File: src/rtl/uart_bus_bridge_if.sv
`default_nettype none
// +----------------------------------------------------------------------------+
// | Module      : uart_bus_bridge_if                                           |
// | Description : UART byte streams, data-memory bus and pipeline-hold signals |
// |               shared between the UART bus bridge and its environment.      |
// | Revision    : 1.0                                                          |
// +----------------------------------------------------------------------------+
interface uart_bus_bridge_if;
    logic [7:0]  rx_data;
    logic        rx_data_valid;
    logic [7:0]  tx_data;
    logic        tx_data_valid;
    logic        tx_ready;
    logic        bus_req;
    logic        bus_rw;
    logic [31:0] bus_addr;
    logic [31:0] bus_wdata;
    logic [31:0] bus_rdata;
    logic        bus_ready;
    logic        hold;
    logic        rx_drop;

    modport master (
        input  rx_data, rx_data_valid, tx_ready, bus_rdata, bus_ready,
        output tx_data, tx_data_valid, bus_req, bus_rw, bus_addr, bus_wdata,
               hold, rx_drop
    );

    modport slave (
        output rx_data, rx_data_valid, tx_ready, bus_rdata, bus_ready,
        input  tx_data, tx_data_valid, bus_req, bus_rw, bus_addr, bus_wdata,
               hold, rx_drop
    );
endinterface
`default_nettype wire

File: src/rtl/uart_bus_bridge.sv
`default_nettype none
// +----------------------------------------------------------------------------+
// | Module      : uart_bus_bridge                                              |
// | Description : UART-driven bus initiator: parses 'W'/'R' host commands,     |
// |               performs one word access and replies over uart_tx.          |
// |               UART_BUS_BRIDGE_CSUM_EN adds a trailing XOR checksum byte.   |
// | Revision    : 1.0                                                          |
// +----------------------------------------------------------------------------+
module uart_bus_bridge #(
    parameter int unsigned TIMEOUT_CYCLES = 100_000
) (
    input  logic              clk,
    input  logic              rst,
    uart_bus_bridge_if.master bus_if
);

    localparam logic [2:0] ST_IDLE = 3'd0;
    localparam logic [2:0] ST_ADDR = 3'd1;
    localparam logic [2:0] ST_DATA = 3'd2;
    localparam logic [2:0] ST_BUS  = 3'd3;
    localparam logic [2:0] ST_RESP = 3'd4;
`ifdef UART_BUS_BRIDGE_CSUM_EN
    localparam logic [2:0] ST_CSUM = 3'd5;
`endif

    localparam logic [7:0]  OP_WRITE = 8'h57;
    localparam logic [7:0]  OP_READ  = 8'h52;
    localparam logic [7:0]  ACK      = 8'h06;
    localparam logic [7:0]  NAK      = 8'h15;
    localparam logic [31:0] TO_LAST  = 32'(TIMEOUT_CYCLES - 1);

    logic [2:0]  state_q, state_d;
    logic        is_wr_q, is_wr_d;
    logic [1:0]  byte_cnt_q, byte_cnt_d;
    logic [31:0] addr_q, addr_d;
    logic [31:0] wdata_q, wdata_d;
    logic [31:0] reply_q, reply_d;
    logic [1:0]  rem_q, rem_d;
    logic        tx_valid_q, tx_valid_d;
    logic        bus_req_q, bus_req_d;
    logic        rx_drop_q, rx_drop_d;
    logic [31:0] gap_cnt_q, gap_cnt_d;
`ifdef UART_BUS_BRIDGE_CSUM_EN
    logic [7:0]  csum_q, csum_d;
`endif

    logic        w_rx_v;
    logic [7:0]  w_rx;
    logic        w_timed;
    logic        w_timeout;
    logic        w_launch;
    logic        w_nak;

    assign w_rx_v  = bus_if.rx_data_valid;
    assign w_rx    = bus_if.rx_data;
`ifdef UART_BUS_BRIDGE_CSUM_EN
    assign w_timed = (state_q == ST_ADDR) || (state_q == ST_DATA) || (state_q == ST_CSUM);
`else
    assign w_timed = (state_q == ST_ADDR) || (state_q == ST_DATA);
`endif
    assign w_timeout = w_timed && (TIMEOUT_CYCLES != 0) && (gap_cnt_q == TO_LAST);

    always_comb begin
        state_d    = state_q;
        is_wr_d    = is_wr_q;
        byte_cnt_d = byte_cnt_q;
        addr_d     = addr_q;
        wdata_d    = wdata_q;
        reply_d    = reply_q;
        rem_d      = rem_q;
        tx_valid_d = tx_valid_q;
        bus_req_d  = bus_req_q;
        rx_drop_d  = 1'b0;
`ifdef UART_BUS_BRIDGE_CSUM_EN
        csum_d     = csum_q;
`endif
        w_launch   = 1'b0;
        w_nak      = 1'b0;
        // A strobe in the expiry cycle still clears the counter, so the byte wins.
        gap_cnt_d  = (w_timed && !w_rx_v && !w_timeout) ? gap_cnt_q + 32'd1 : 32'd0;

        case (state_q)
            ST_IDLE: begin
                if (w_rx_v) begin
                    byte_cnt_d = 2'd0;
`ifdef UART_BUS_BRIDGE_CSUM_EN
                    csum_d     = w_rx;
`endif
                    if ((w_rx == OP_WRITE) || (w_rx == OP_READ)) begin
                        is_wr_d = (w_rx == OP_WRITE);
                        state_d = ST_ADDR;
                    end else begin
                        reply_d    = {24'h0, NAK};
                        rem_d      = 2'd0;
                        tx_valid_d = 1'b1;
                        state_d    = ST_RESP;
                    end
                end
            end
            ST_ADDR: begin
                if (w_rx_v) begin
                    addr_d     = {w_rx, addr_q[31:8]};
                    byte_cnt_d = byte_cnt_q + 2'd1;
`ifdef UART_BUS_BRIDGE_CSUM_EN
                    csum_d     = csum_q ^ w_rx;
`endif
                    if (byte_cnt_q == 2'd3) begin
                        if (is_wr_q) begin
                            state_d = ST_DATA;
                        end else begin
`ifdef UART_BUS_BRIDGE_CSUM_EN
                            state_d = ST_CSUM;
`else
                            // Address byte 0 sits in [15:8] until this final shift.
                            w_launch = 1'b1;
                            w_nak    = (addr_q[9:8] != 2'b00);
`endif
                        end
                    end
                end else if (w_timeout) begin
                    state_d = ST_IDLE;
                end
            end
            ST_DATA: begin
                if (w_rx_v) begin
                    wdata_d    = {w_rx, wdata_q[31:8]};
                    byte_cnt_d = byte_cnt_q + 2'd1;
`ifdef UART_BUS_BRIDGE_CSUM_EN
                    csum_d     = csum_q ^ w_rx;
                    if (byte_cnt_q == 2'd3) state_d = ST_CSUM;
`else
                    if (byte_cnt_q == 2'd3) begin
                        w_launch = 1'b1;
                        w_nak    = (addr_q[1:0] != 2'b00);
                    end
`endif
                end else if (w_timeout) begin
                    state_d = ST_IDLE;
                end
            end
`ifdef UART_BUS_BRIDGE_CSUM_EN
            ST_CSUM: begin
                if (w_rx_v) begin
                    w_launch = 1'b1;
                    w_nak    = (addr_q[1:0] != 2'b00) || (w_rx != csum_q);
                end else if (w_timeout) begin
                    state_d = ST_IDLE;
                end
            end
`endif
            ST_BUS: begin
                rx_drop_d = w_rx_v;
                if (bus_if.bus_ready) begin
                    bus_req_d  = 1'b0;
                    tx_valid_d = 1'b1;
                    state_d    = ST_RESP;
                    if (is_wr_q) begin
                        reply_d = {24'h0, ACK};
                        rem_d   = 2'd0;
                    end else begin
                        reply_d = bus_if.bus_rdata;
                        rem_d   = 2'd3;
                    end
                end
            end
            ST_RESP: begin
                rx_drop_d = w_rx_v;
                if (tx_valid_q && bus_if.tx_ready) begin
                    if (rem_q == 2'd0) begin
                        tx_valid_d = 1'b0;
                        state_d    = ST_IDLE;
                    end else begin
                        reply_d = {8'h0, reply_q[31:8]};
                        rem_d   = rem_q - 2'd1;
                    end
                end
            end
            default: state_d = ST_IDLE;
        endcase

        if (w_launch) begin
            if (w_nak) begin
                reply_d    = {24'h0, NAK};
                rem_d      = 2'd0;
                tx_valid_d = 1'b1;
                state_d    = ST_RESP;
            end else begin
                bus_req_d = 1'b1;
                state_d   = ST_BUS;
            end
        end
    end

    always_ff @(posedge clk or negedge rst) begin
        if (!rst) begin
            state_q    <= ST_IDLE;
            is_wr_q    <= 1'b0;
            byte_cnt_q <= 2'd0;
            addr_q     <= 32'd0;
            wdata_q    <= 32'd0;
            reply_q    <= 32'd0;
            rem_q      <= 2'd0;
            tx_valid_q <= 1'b0;
            bus_req_q  <= 1'b0;
            rx_drop_q  <= 1'b0;
            gap_cnt_q  <= 32'd0;
`ifdef UART_BUS_BRIDGE_CSUM_EN
            csum_q     <= 8'd0;
`endif
        end else begin
            state_q    <= state_d;
            is_wr_q    <= is_wr_d;
            byte_cnt_q <= byte_cnt_d;
            addr_q     <= addr_d;
            wdata_q    <= wdata_d;
            reply_q    <= reply_d;
            rem_q      <= rem_d;
            tx_valid_q <= tx_valid_d;
            bus_req_q  <= bus_req_d;
            rx_drop_q  <= rx_drop_d;
            gap_cnt_q  <= gap_cnt_d;
`ifdef UART_BUS_BRIDGE_CSUM_EN
            csum_q     <= csum_d;
`endif
        end
    end

    assign bus_if.tx_data       = reply_q[7:0];
    assign bus_if.tx_data_valid = tx_valid_q;
    assign bus_if.bus_req       = bus_req_q;
    assign bus_if.bus_rw        = is_wr_q;
    assign bus_if.bus_addr      = {addr_q[31:2], 2'b00};
    assign bus_if.bus_wdata     = wdata_q;
    assign bus_if.rx_drop       = rx_drop_q;
    // Stall starts on the opcode strobe itself, before any state has changed.
    assign bus_if.hold          = (state_q != ST_IDLE) || (w_rx_v && rst);

endmodule
`default_nettype wire

File: src/flat_wrapper.sv
// flat-port wrapper written by rule: the top's interface ports become plain ports
module uart_bus_bridge_flat 
#(
    parameter int unsigned TIMEOUT_CYCLES = 100_000
)
  (clk, rst, bus_if_rx_data, bus_if_rx_data_valid, bus_if_tx_ready, bus_if_bus_rdata, bus_if_bus_ready, bus_if_tx_data, bus_if_tx_data_valid, bus_if_bus_req, bus_if_bus_rw, bus_if_bus_addr, bus_if_bus_wdata, bus_if_hold, bus_if_rx_drop);
  uart_bus_bridge_if bus_if_i ();
  input  logic clk;
  input  logic rst;
  input wire logic [$bits(bus_if_i.rx_data)-1:0] bus_if_rx_data;
  input wire logic [$bits(bus_if_i.rx_data_valid)-1:0] bus_if_rx_data_valid;
  input wire logic [$bits(bus_if_i.tx_ready)-1:0] bus_if_tx_ready;
  input wire logic [$bits(bus_if_i.bus_rdata)-1:0] bus_if_bus_rdata;
  input wire logic [$bits(bus_if_i.bus_ready)-1:0] bus_if_bus_ready;
  output wire logic [$bits(bus_if_i.tx_data)-1:0] bus_if_tx_data;
  output wire logic [$bits(bus_if_i.tx_data_valid)-1:0] bus_if_tx_data_valid;
  output wire logic [$bits(bus_if_i.bus_req)-1:0] bus_if_bus_req;
  output wire logic [$bits(bus_if_i.bus_rw)-1:0] bus_if_bus_rw;
  output wire logic [$bits(bus_if_i.bus_addr)-1:0] bus_if_bus_addr;
  output wire logic [$bits(bus_if_i.bus_wdata)-1:0] bus_if_bus_wdata;
  output wire logic [$bits(bus_if_i.hold)-1:0] bus_if_hold;
  output wire logic [$bits(bus_if_i.rx_drop)-1:0] bus_if_rx_drop;
  assign bus_if_i.rx_data = bus_if_rx_data;
  assign bus_if_i.rx_data_valid = bus_if_rx_data_valid;
  assign bus_if_i.tx_ready = bus_if_tx_ready;
  assign bus_if_i.bus_rdata = bus_if_bus_rdata;
  assign bus_if_i.bus_ready = bus_if_bus_ready;
  assign bus_if_tx_data = bus_if_i.tx_data;
  assign bus_if_tx_data_valid = bus_if_i.tx_data_valid;
  assign bus_if_bus_req = bus_if_i.bus_req;
  assign bus_if_bus_rw = bus_if_i.bus_rw;
  assign bus_if_bus_addr = bus_if_i.bus_addr;
  assign bus_if_bus_wdata = bus_if_i.bus_wdata;
  assign bus_if_hold = bus_if_i.hold;
  assign bus_if_rx_drop = bus_if_i.rx_drop;
  uart_bus_bridge #(.TIMEOUT_CYCLES(TIMEOUT_CYCLES)) u_core (.clk(clk), .rst(rst), .bus_if(bus_if_i));
endmodule
File: config.mk
export PLATFORM = sky130hd
export DESIGN_NAME = uart_bus_bridge_flat
export DESIGN_NICKNAME = d
export VERILOG_FILES = /design/src/rtl/uart_bus_bridge_if.sv /design/src/rtl/uart_bus_bridge.sv /design/src/flat_wrapper.sv
export SDC_FILE = /design/constraint.sdc
export NUM_CORES = 1
export LEC_CHECK = 0
export BUFFER_PORTS_ARGS = -buffer_cell sky130_fd_sc_hd__buf_2
export CAP_MARGIN = 20
export CORE_MARGIN = 4
export CORE_UTILIZATION = 50
export DETAILED_ROUTE_END_ITERATION = 10
export PLACE_DENSITY_LB_ADDON = 0.25
export SLEW_MARGIN = 20
export SYNTH_ARGS = -nofsm -noshare
export SYNTH_HDL_FRONTEND = slang
export SYNTH_SLANG_ARGS = --single-unit
File: constraint.sdc
create_clock -name clk -period 1.8 [get_ports clk]
set_clock_uncertainty 0.1 [all_clocks]
set_input_delay 0.45 -clock clk [delete_from_list [all_inputs] [get_ports clk]]
set_output_delay 0.45 -clock clk [all_outputs]
set_load 0.005 [all_outputs]
==> results.tsv <==
stage	metric	value	unit
outcome	status	finished, violations left	
outcome	failing checks	setup timing	
sta	fin crit share	1.20	
critical_path	CP peak stage delay	0.48	ns
sta	Fmax	0.461	GHz
synthesis	Mapped Area	6440	sq um
sta	Rel. slew slack	0.510	
placement	pre-CTS setup slack	-0.234	ns
critical_path	worst-path cell chain	nor4_2 > nand4_1 > o41ai_2 > or3_4 > clkbuf_16 > nor2_4	
route	routed length per instance	18.2	um
synthesis	Seq cells post-synth	139	
floorplanning	FP Rows	41	
finish	ANT cells	0	
critical_path	cell count of the worst reg-to-reg path	6	
sta	Hold Violations, Final	0	
route	Via density	5.49	
pwr	worst vdd ir	0.000742	V
synthesis	unique cell type count in the Yosys netlist	57	
critical_path	Critical Path End Type	flop	
finish	final core occ	0.704	
floorplanning	area of the die	14800	sq um
clocking	H-tree depth	4	
flow_run	Max Cap Viol	0	
placement	Cells after DPL	859	
synthesis	Simple-Gate Fraction of Synth Area	0.145	
route	final wirelength	16.5	mm
grt	first-pass GRT wire length	23.3	mm
route	1st-iter DRT viols	484	
critical_path	Worst R2R Start	u_core.gap_cnt_q[12]$_DFF_PN0_	
critical_path	reg2reg end	u_core.gap_cnt_q[8]$_DFF_PN0_	
sta	minimum clock period	2.17	ns
critical_path	Reg2Reg Setup Slack	-0.37	ns
sta	Slew Viols, Final	0	
sta	final worst slack	-0.367	ns
floorplanning	I/O pins	122	
finish	number of fill cells	901	
pwr	Power Density	890	nW/um^2
critical_path	Slowest-stage cell, CP	o41ai_2	
pwr	Lkg Pwr	4.31	nW
placement	DPL Wire Length	9.68	mm
grt	largest net degree at the start of global routing	140	
finish	non-filler cells, final	909	
finish	layout cell share with drive strength beyond 1	0.505	
synthesis	syn avg cell area	11.4	sq um
grt	Tot GR Track Use	0.200	
synthesis	Synth Area in XOR/XNOR	0.0394	
synthesis	instance count of the mapped netlist	565	
floorplanning	initial core utilization	0.511	
critical_path	Req. time, crit path	2.00	ns
clocking	CTS hold repair buffers	0	
route	DR DRC count	0	
floorplanning	die height	122	um
clocking	clk slew on worst S/H paths	0.06	ns
clocking	clock root cell	clkbuf_16	
synthesis	adder-cell share of the synthesized area	0.00388	
floorplanning	die width	122	um
floorplanning	Core Box Area	12600	sq um
finish	nets	772	
critical_path	crit-path max FO	8	
critical_path	Setup Crit Path Kind	flop to flop	
grt	initial antenna violation count	0	
clocking	CTS tree	done	
clocking	CTS Sinks	139	
route	DR vias	4989	
synthesis	Synth warnings	0	
grt	GRT overflow	0	
clocking	TritonCTS Buffers	17	
placement	I/O Buffers	119	
grt	vias in the first global route	4764	
min_path	min-delay worst type	primary input to asynchronous set/reset pin	
sta	RSZ-0062 raised after global routing	true	
synthesis	sequential share of the synthesized area	0.540	
finish	Area Overhead vs Synth	37.8	%
sta	setup violators final	104	
critical_path	cell family with most CP delay	simple AND/OR/NAND/NOR gates	
route	1st-pass router iterations	9	
synthesis	largest family of logic cells by synthesized area	simple AND/OR/NAND/NOR gates	
clocking	clk_lat worst skew	0.42	ns
critical_path	Critical Path AT	2.36	ns
sta	Worst-Margin Slew	0.735	ns
placement	Final GP Congestion	0.845	
synthesis	post-synthesis mux area share	0.113	
critical_path	CP startpoint kind	flop	
route	Routed Antenna Nets	0	
synthesis	post-synthesis compound-gate area fraction	0.0816	
clocking	Max Root-Sink Buffers	2	
critical_path	Buf/Inv on CP	1	
final cells by class:
class                           instances  area, sq um  area share
Tap cell                              172          215      0.0242
Multi-Input combinational cell        349         2980       0.335
Inverter                                8         30.0     0.00338
Clock buffer                           21          460      0.0519
Sequential cell                       139         3480       0.392
Timing Repair Buffer                  210         1550       0.175
Clock inverter                         10          166      0.0187
layout by cell type (no fill, tap or decap), types with 10 or more instances in the layout:
cell type,n
buf_4,66
nor2_4,27
mux2_4,32
clkbuf_16,24
buf_2,118
nor2_1,43
nand2_1,25
mux2_2,32
nand4_1,14
a222oi_1,22
dfrtp_1,139
nand3_1,10
xor2_1,21
worst max path at each step:
stage,startpoint,end,slack [ns],cells after the start
final,u_core.gap_cnt_q[12]$_DFF_PN0_,u_core.gap_cnt_q[8]$_DFF_PN0_,-0.37,6
after global routing,u_core.gap_cnt_q[12]$_DFF_PN0_,u_core.gap_cnt_q[6]$_DFF_PN0_,-0.41,6
after CTS,u_core.gap_cnt_q[25]$_DFF_PN0_,u_core.gap_cnt_q[14]$_DFF_PN0_,-0.20,6
after detailed placement,u_core.gap_cnt_q[17]$_DFF_PN0_,u_core.gap_cnt_q[28]$_DFF_PN0_,-0.23,6
after global placement,u_core.gap_cnt_q[17]$_DFF_PN0_,u_core.gap_cnt_q[13]$_DFF_PN0_,-0.18,6
after floorplan,u_core.state_q[0]$_DFFE_PN0P_,u_core.reply_q[10]$_DFF_PN0_,-0.02,6
flip-flops by register name (all words and copies together) (netlist names):
| register | count |
|---|---|
| u_core.addr_q | 32 |
| u_core.bus_if.bus_req | 1 |
| u_core.state_q | 3 |
| u_core.gap_cnt_q | 32 |
| u_core.bus_if.bus_rw | 1 |
| u_core.bus_if.tx_data_valid | 1 |
| u_core.reply_q | 32 |
| u_core.bus_if.rx_drop | 1 |
| u_core.byte_cnt_q | 2 |
| u_core.bus_if.bus_wdata | 32 |
| u_core.rem_q | 2 |
cells by family after synthesis:
kind of cell | Yosys count
other cells | 1
mux | 65
compound gates | 67
buf+inv | 78
simple gates | 184
xor+xnor | 29
fa+ha+maj | 2
flops | 139
report_power, final:
group / internal, mW / switching [mW]
sequential: 3.18 / 0.0432
combinational: 0.478 / 0.519
clock: 2.39 / 1.30
synth_stat cells (all sizes together):
library cell | instances | share of area
a21boi | 1 | 0.0012
a21o | 3 | 0.0035
a21oi | 7 | 0.0054
a221oi | 2 | 0.0037
a222oi | 22 | 0.034
a22o | 1 | 0.0014
a22oi | 8 | 0.0093
a311oi | 1 | 0.0014
a31o | 2 | 0.0027
a31oi | 3 | 0.0029
a41oi | 1 | 0.0014
and2 | 5 | 0.0049
and3 | 7 | 0.0068
and4 | 3 | 0.0041
buf | 61 | 0.066
clkbuf | 9 | 0.0052
conb | 1 | 0.00058
dfrtp | 139 | 0.54
ha | 2 | 0.0039
inv | 8 | 0.0047
mux2 | 64 | 0.11
mux2i | 1 | 0.0016
nand2 | 28 | 0.017
nand2b | 1 | 0.00097
nand3 | 13 | 0.012
nand3b | 3 | 0.0035
nand4 | 14 | 0.014
nor2 | 78 | 0.046
nor2b | 7 | 0.0068
nor3 | 6 | 0.0064
nor3b | 3 | 0.0035
nor4 | 6 | 0.0082
nor4b | 2 | 0.0027
nor4bb | 1 | 0.0016
o211ai | 1 | 0.0012
o21ai | 11 | 0.0085
o221ai | 1 | 0.0014
o22ai | 1 | 0.00097
o31ai | 1 | 0.0012
o41ai | 1 | 0.0014
or2 | 1 | 0.00097
or3 | 3 | 0.0029
or3b | 3 | 0.0045
xnor2 | 8 | 0.011
xor2 | 21 | 0.029
metrics by stage:
step	instance area, sq um	TNS, ns	total power, mW	hold slack (ns)
after floorplan	6480	-0.508	3.73	0.0544
after global routing	8880	-25.67	8.17	0.135
after detailed placement	7450	-14.54	4.09	0.364
after CTS	8210	-10.55	7.84	0.116
final	8880	-18.82	7.91	0.0773
after global placement	7450	-12.34	4.09	0.359
per-layer routing:
layer	part of all wire	wire [um]	vias to the layer above	track usage
li1	-	-	2294	-
met1	0.41	6820	2494	0.267
met3	0.069	1150	23	0.0709
met5	0	0	-	0
met4	0.017	275	0	0.0616
met2	0.50	8280	178	0.308
what timing repair did:
action                                  CTS  global route
pin swaps                                 6            41
setup buffers                             4             6
gates resized for setup                  21           115
gates cloned                              0            10
endpoints found under the setup margin  103           136
Power figures use the tool's default switching activity.
